### config.mk
export PLATFORM = sky130hd
export DESIGN_NAME = add_7_bit
export DESIGN_NICKNAME = d
export VERILOG_FILES = /design/src/rtl/add_7_bit.sv
export SDC_FILE = /design/constraint.sdc
export NUM_CORES = 1
export LEC_CHECK = 0
export BUFFER_PORTS_ARGS = -buffer_cell sky130_fd_sc_hd__clkbuf_2
export CAP_MARGIN = 10
export CORE_AREA = 2 2 39 41
export CTS_BUF_LIST = sky130_fd_sc_hd__clkbuf_4
export CTS_CLUSTER_DIAMETER = 80
export DETAILED_ROUTE_END_ITERATION = 12
export DIE_AREA = 0 0 41 43
export PLACE_DENSITY_LB_ADDON = 0.15
export SLEW_MARGIN = 40
export SYNTH_ARGS = -nofsm -noshare
export SYNTH_HDL_FRONTEND = slang
export SYNTH_SLANG_ARGS = --single-unit
### constraint.sdc
create_clock -name clk -period 0.9 [get_ports clk]
set_input_delay 0.045 -clock clk [delete_from_list [all_inputs] [get_ports clk]]
set_output_delay 0.045 -clock clk [all_outputs]
set_load 0.005 [all_outputs]
### src/rtl/add_7_bit.sv
// 7-bit unsigned ripple-carry adder with registered sum and carry-out.
// Operands are sampled on every rising clk edge; results appear one cycle later.
module add_7_bit #(
    parameter int unsigned WIDTH = 7
) (
    input  logic             clk,
    input  logic             rst,
    input  logic [WIDTH-1:0] a,
    input  logic [WIDTH-1:0] b,
    output logic [WIDTH-1:0] sum,
    output logic             carry
);

    logic [WIDTH:0]   c;
    logic [WIDTH-1:0] sum_d;
    logic [WIDTH-1:0] sum_q;
    logic             carry_d;
    logic             carry_q;

    // Full-adder chain; c[0] is tied low since there is no carry-in.
    always_comb begin
        c     = '0;
        sum_d = '0;
        for (int unsigned i = 0; i < WIDTH; i++) begin
            sum_d[i] = a[i] ^ b[i] ^ c[i];
            c[i+1]   = (a[i] & b[i]) | (c[i] & (a[i] ^ b[i]));
        end
        carry_d = c[WIDTH];
    end

    always_ff @(posedge clk or posedge rst) begin
        if (rst) begin
            sum_q   <= '0;
            carry_q <= 1'b0;
        end else begin
            sum_q   <= sum_d;
            carry_q <= carry_d;
        end
    end

    assign sum   = sum_q;
    assign carry = carry_q;

endmodule

# == Yosys cells after proc, flatten, opt, wreduce, memory -nomap -nowiden ==
# Cells that the tools add are included.
# totals
ff_bits,8
# op_classes
bitwise_logic,32
# op_table
op,count
1-bit AND,13
1-bit bitwise XOR,13
1-bit OR,6

# == Logic depth before layout (Yosys ltp) ==
# Gate-level depths: netlist of run 1.
# logic_depth
word_depth,13
mapped_depth,11

# == Worst setup path after synthesis of run 1 ==
# OpenSTA, ideal clock, no wires.
# synth_path
path_type,input to register
start,input port a[0]
end,register sum_q[6] (netlist: sum[6])
arrival_time_ps,2452
path_slack_ps,-1616
stages,11
path_buffers,0
cell_sequence,ha_1 -> inv_1 -> fa_1 -> inv_1 -> fa_1 -> fa_1 -> fa_1 -> fa_1 -> inv_1 -> fa_1 -> inv_1
# synth_via
elab_chain_cells,12
# synth_lines
item,line_no,source
from (decl),8,"input logic [WIDTH-1:0] a,"
1-bit AND (2 in a row),26,c[i+1] = (a[i] & b[i]) | (c[i] & (a[i] ^ b[i]));
1-bit OR,26,
1-bit AND,26,
1-bit OR,26,
1-bit AND,26,
1-bit OR,26,
1-bit AND,26,
1-bit OR,26,
1-bit AND,26,
1-bit OR,26,
1-bit bitwise XOR,25,sum_d[i] = a[i] ^ b[i] ^ c[i];
via sum_d[6],15,logic [WIDTH-1:0] sum_d;
to (signal assigned),36,sum_q <= sum_d;
to (decl),16,logic [WIDTH-1:0] sum_q;
# The timed path passes the listed nets, and every way through them passes these cells.

# == Final worst setup path of run 1 ==
# Ends and elaborated chain as after synthesis.

==> reports/qor.log, run 1 <==
INFO  clock_network  clk_pin_slew_worst_paths=0.05ns
INFO  power_and_ir_drop p_int=0.686mW
INFO  routing        routedWlPerCell=8.58um
INFO  finish         num_antenna_cells=0
INFO  global_routing grt_use_met1=6.87%
INFO  routing        postRouteWirelength=592um
INFO  power_and_ir_drop switching_share_of_power=24.3%
INFO  global_routing first_pass_grt_wire_length=890um
INFO  finish         final-seq-area=200um^2
INFO  timing         hold_viol=0
INFO  global_routing global_route.peak_usage_layer=met4
INFO  synth          synth_warnings=0
INFO  timing         worst_hold_slack=0.0121ns
INFO  timing         timing_max_transition_violations_final=0
INFO  power_and_ir_drop ir_drop_worst_vdd=0.000633V
INFO  status         result_of_the_run=complete, but fails checks
INFO  critical_path  critical_path.cell_chain=buf_6 > ha_4 > inv_2 > fa_2 > inv_2 > fa_2 > fa_2 > fa_2 > fa_2 > inv_2 > fa_2 > inv_2
INFO  timing         final_period_minus_worst_setup_slack=2.26ns
INFO  critical_path  endpoint_kind=flip-flop
INFO  critical_path  timing.critical_path.fanout_max=1
INFO  global_routing globalRoute.totalOverflow=0
INFO  synth          synthTopCellsByArea=dfrtp_1 (54%), fa_1 (32%), inv_1 (11%)
INFO  global_routing use_met3=1.57%
INFO  finish         final_cell_count_no_fill=69
INFO  synth          synthTopCellsByCount=inv_1 (11), dfrtp_1 (8), fa_1 (6)
INFO  status         violations_in_the_final_reports=setup timing
INFO  routing        routed_via_density=3.71
INFO  critical_path  worst-path-buf-inv=5
INFO  synth          postSynth.asyncResetShare=100%
INFO  clock_network  clock-sinks=8
INFO  routing        violation_count_after_the_first_detailed_routing_iteration=2
INFO  die            fp.dieH=43um
INFO  placed_design  dp_hpwl=535um
INFO  critical_path  sort_of_element_at_the_start_of_the_critical_path=primary input
INFO  die            top_level_ports=24
INFO  timing         timing.fmax=443MHz
INFO  die            fp-row-count=14
INFO  finish         nets=78
INFO  critical_path  critical_path_class=primary input to flip-flop
INFO  timing         period_share=251%
INFO  die            floorplan_core_area=0.00138mm^2
INFO  critical_path  crit_slowest_cell=fa_2
INFO  finish         postLayoutCoreUtil=42.0%
INFO  synth          post_synth.cell_area_avg=14.4um^2
INFO  clock_network  cts_setup_buffers=0
INFO  clock_network  clock_tree.buffer_depth=2
INFO  synth          synth_top_cell_area_share=53.5%
INFO  synth          netlist_instances=26
INFO  critical_path  required=1.08ns
INFO  finish         multiInputGateArea=160um^2
INFO  timing         setup_violations=6
INFO  synth          synthDominantAreaCellType=dfrtp_1
INFO  power_and_ir_drop seqPwrFrac=47.9%
INFO  placed_design  gp_routability_congestion=0.567
INFO  timing         worst_slew_margin=80.9%
INFO  synth          synth_flop_cell=dfrtp_1
INFO  run            maxcap_viol_count=0
INFO  global_routing maximum_number_of_pins_on_one_net_before_global_route_repair=9
INFO  power_and_ir_drop pwr-share-comb=23.2%
INFO  routing        remaining_drc_errors=0
INFO  min_path       hp-class=primary input to flip-flop
INFO  timing         fin_ws=-1.36ns
INFO  synth          postSynthNetCount=49
INFO  power_and_ir_drop p_clk_share=28.9%
INFO  placed_design  placedCellCount=65
INFO  critical_path  crit_family=adder cells
INFO  power_and_ir_drop power.static_leakage=0.309nW
INFO  die            floorplan.die.width=41um
INFO  critical_path  worstPathArrival=2.44ns
INFO  power_and_ir_drop power.switching=0.220mW
INFO  global_routing globalRouteMet2Util=12.8%
INFO  finish         layout-area-overhead-vs-synth=55.5%
INFO  synth          post_synth_instance_area=374um^2
INFO  routing        drt_pre_antenna_iters=2
INFO  finish         final_layout_size_suffix_gt1_share=71.7%
INFO  clock_network  cts.htree.levels=1
INFO  timing         rsz0062_at_grt=yes
INFO  critical_path  critical_path.most_common_cell=fa_2
INFO  clock_network  numCtsBuffers=3
INFO  routing        route.vias.total=256
INFO  die            die-area=0.00176mm^2
INFO  placed_design  buffers_on_ports=23
INFO  clock_network  clock_tree.root_cell=clkbuf_4
INFO  finish         filler_cell_count=137
INFO  global_routing grt_usage=8.71%
INFO  global_routing grt_antenna_before_repair=0
INFO  synth          synth_enable_flop_cells=0
INFO  die            effective_utilization_at_floorplan=27.0%
INFO  synth          synthMostInstantiatedCell=inv_1
INFO  clock_network  tritoncts_clock_tree=built
INFO  global_routing grt_pass1_vias=276
INFO  timing         worst_pin_slew=0.286ns
INFO  synth          ys_seq_elements=8
INFO  synth          post_synth_num_cell_types=4
INFO  critical_path  timing.critical_path.slowest_cell_delay=0.42ns
INFO  routing        detail-route-antenna-nets=0
INFO  synth          synth_seq_area_share=53.5%
INFO  power_and_ir_drop powerDensity=1560mW/mm^2
-- power groups by stage --
stage / sequential [mW] / combinational (mW) / clock [mW]
global placement: 0.440 / 0.201 / 0
floorplan: 0.449 / 0.0725 / 0
detailed placement: 0.441 / 0.205 / 0
finish: 0.434 / 0.211 / 0.262
global route: 0.440 / 0.249 / 0.289
CTS: 0.435 / 0.211 / 0.275
-- flip-flops by register name, indices dropped and copies added, names as in the netlist --
name   count
carry      1
sum        7
-- per-layer routing --
layer | up-vias | part of all wire, %
li1 | 122 | -
met1 | 118 | 35
met2 | 14 | 53
met3 | 2 | 8.8
met4 | 0 | 3.2
met5 | - | 0
-- cell usage in the layout (no fill, tap or decap) --
master,instances
clkbuf_2,21
dfrtp_1,8
inv_1,6
fa_2,6
inv_2,5
clkbuf_4,3
buf_6,2
ha_4,1
dlygate4sd3_1,1
-- logic make-up after synthesis --
kind of cell / after synthesis / synth area share [%]
buf+inv: 11 / 11.0
flops: 8 / 53.5
fa+ha+maj: 7 / 35.5
-- path summary, 6_finish.rpt --
check	start	endpoint	cells after the start
setup / recovery	a[0]	sum[6]	12
hold / removal	b[0]	sum[0]	2
max in group asynchronous	rst	sum[6]	3
min in group asynchronous	rst	sum[3]	3
-- what timing repair did --
action | in CTS | in global routing
endpoints found under the setup margin | 6 | 6
endpoints found under the hold margin | 8 | 0
pin swaps | 1 | 0
hold buffers | 1 | 0
resized for setup | 1 | 4
-- per-stage QoR --
step	area (um^2)	TNS (ns)	power, mW	setup slack, ns
final	582	-4.49	0.906	-1.36
after global routing	582	-4.65	0.977	-1.40
after CTS	569	-4.61	0.921	-1.37
after detailed placement	537	-6.38	0.646	-1.66
after global placement	537	-6.32	0.640	-1.65
after floorplan	402	-5.32	0.522	-1.48
-- area by class of cell --
class / instances / area share [%]
multi-input cells: 7 / 27.5
repair buffers: 24 / 23.7
flip-flops and latches: 8 / 34.4
well taps: 16 / 3.44
clock buffers: 3 / 3.87
inverters: 11 / 7.10
(Power assumes the default switching activity.)
==> run 2, diff against run 1 <==
GPL_TIMING_DRIVEN = 0   (was unset)
PLACE_DENSITY_LB_ADDON = 0.12   (was 0.15)
==> run 2 against run 1 <==
The run still ends with setup timing left. Critical path depth stayed put. Fmax down 1.8%. Via count increased by 2.3%. Sequential power about the same. Die area stayed put. First-iteration DRC count shrank 100%. Largest power group unchanged.
==> reports/qor.log, run 2 (synthesized netlist as in run 1, its figures left out) <==
INFO  status         result_of_the_run=complete, but fails checks
INFO  status         violations_in_the_final_reports=setup timing
INFO  finish         finalInstanceArea=582um^2
INFO  run            maxcap_viol_count=0
INFO  timing         fin_ws=-1.40ns
INFO  global_routing first_pass_grt_wire_length=1.03mm
INFO  timing         final_period_minus_worst_setup_slack=2.30ns
INFO  timing         worst_pin_slew=0.286ns
INFO  critical_path  endpoint_kind=flip-flop
INFO  critical_path  required=1.08ns
INFO  timing         setup_violations=6
INFO  die            floorplan.die.width=41um
INFO  clock_network  clk_pin_slew_worst_paths=0.05ns
INFO  global_routing grt_usage=8.50%
INFO  clock_network  numCtsBuffers=3
INFO  routing        route.vias.total=262
INFO  routing        detail-route-antenna-nets=0
INFO  finish         most_frequent_cells_in_the_layout=clkbuf_2 (21), dfrtp_1 (8), inv_1 (7)
INFO  finish         final_layout_size_suffix_gt1_share=69.8%
INFO  critical_path  timing.critical_path.fanout_max=1
INFO  global_routing maximum_number_of_pins_on_one_net_before_global_route_repair=9
INFO  finish         num_antenna_cells=0
INFO  critical_path  critical_path.cell_chain=buf_6 > ha_4 > inv_2 > fa_2 > inv_2 > fa_2 > fa_2 > fa_2 > fa_2 > inv_2 > fa_2 > inv_2
INFO  timing         worst_slew_margin=80.9%
INFO  global_routing globalRoute.totalOverflow=0
INFO  clock_network  tritoncts_clock_tree=built
INFO  finish         layout-area-overhead-vs-synth=55.5%
INFO  timing         rsz0062_at_grt=yes
INFO  die            top_level_ports=24
INFO  placed_design  placedCellCount=65
INFO  global_routing grt_pass1_vias=288
INFO  critical_path  sort_of_element_at_the_start_of_the_critical_path=primary input
INFO  power_and_ir_drop power_total=0.889mW
INFO  placed_design  buffers_on_ports=23
INFO  finish         largest_reg_flops=7
INFO  placed_design  gp_routability_congestion=0.610
INFO  finish         nets=78
INFO  critical_path  worstPathArrival=2.48ns
INFO  die            die-area=0.00176mm^2
INFO  global_routing grt_antenna_before_repair=0
INFO  clock_network  clock_tree.root_cell=clkbuf_4
INFO  routing        remaining_drc_errors=0
INFO  die            fp.dieH=43um
INFO  clock_network  clock_tree.buffer_depth=2
INFO  critical_path  critical_path_class=primary input to flip-flop
INFO  min_path       hp-class=primary input to flip-flop
INFO  clock_network  cts.htree.levels=1
INFO  timing         timing.fmax=435MHz
INFO  clock_network  clock-sinks=8
INFO  placed_design  dp_hpwl=566um
INFO  timing         timing_max_transition_violations_final=0
INFO  finish         final_cell_count_no_fill=69
INFO  finish         layout_commonest_cell=clkbuf_2
INFO  critical_path  critical_path.most_common_cell=fa_2
INFO  finish         postLayoutCoreUtil=42.0%
INFO  finish         filler_cell_count=135
INFO  routing        routed_via_density=3.80
INFO  clock_network  cts_setup_buffers=0
INFO  die            fp-row-count=14
INFO  routing        postRouteWirelength=601um
INFO  timing         hold_viol=0
INFO  placed_design  placement.cell_area=537um^2
INFO  routing        drt_pre_antenna_iters=1
INFO  timing         timing.setup.tns=-4.72ns
INFO  critical_path  timing.critical_path.slowest_cell_delay=0.42ns
INFO  critical_path  crit_slowest_cell=fa_2
INFO  power_and_ir_drop ir_drop_worst_vdd=0.000654V
INFO  power_and_ir_drop power.static_leakage=0.311nW
INFO  die            effective_utilization_at_floorplan=27.0%
INFO  routing        violation_count_after_the_first_detailed_routing_iteration=0
INFO  die            floorplan_core_area=0.00138mm^2
INFO  routing        routedWlPerCell=8.71um
INFO  power_and_ir_drop powerDensity=1530mW/mm^2
INFO  timing         period_share=255%
[run 2: cell types whose count changed in the layout (fill, tap and decap cells not counted)]
cell / previous run / this run
inv_1: 6 / 7
inv_2: 5 / 4
[run 2: path summary, 6_finish.rpt]
kind,cells after the start,start,to
worst max-delay path,12,a[0],sum[6]
worst min-delay path,2,b[0],sum[0]
max in group asynchronous,3,rst,sum[2]
min in group asynchronous,3,rst,sum[5]
[run 2: layout make-up]
type                    instances  area, um^2  share of cell area [%]
multi-input cells               7         160                    27.5
well taps                      16        20.0                    3.44
clock buffers                   3        22.5                    3.87
repair buffers                 24         138                    23.7
flip-flops and latches          8         200                    34.4
inverters                      11        41.3                    7.10
[run 2: metal layers]
metal | track usage [%] | vias to the layer above | wire length, um | part of all wire (%)
li1 | - | 124 | - | -
met1 | 8.59 | 127 | 193 | 32
met2 | 15.3 | 11 | 362 | 60
met3 | 0 | 0 | 45 | 7.5
met4 | 6.00 | 0 | 0 | 0
met5 | 0 | - | 0 | 0
[run 2: power by group]
group	internal (mW)	leakage, nW	switching (mW)
combinational	0.113	0.203	0.0945
sequential	0.419	0.0932	0.0135
clock	0.151	0.0138	0.0987
[run 2: repair_timing]
item / CTS / global route
cloned: 0 / 0
hold buffers: 1 / 0
resized for setup: 0 / 5
hold endpoints to repair: 8 / 0
endpoints found under the setup margin: 6 / 6
[run 2: critical path, delay by kind of cell]
| kind | cells | cell delay (ns) |
|---|---|---|
| buffers and inverters | 5 | 0.29 |
| adders and majority gates | 7 | 2.14 |
[run 2: metrics by stage]
stage / setup WS, ns / hold slack (ns)
after floorplan: -1.48 / -0.139
after global placement: -1.65 / -0.0236
after detailed placement: -1.67 / -0.0183
after CTS: -1.43 / 0.0521
after global routing: -1.46 / 0.0145
final: -1.40 / 0.0199
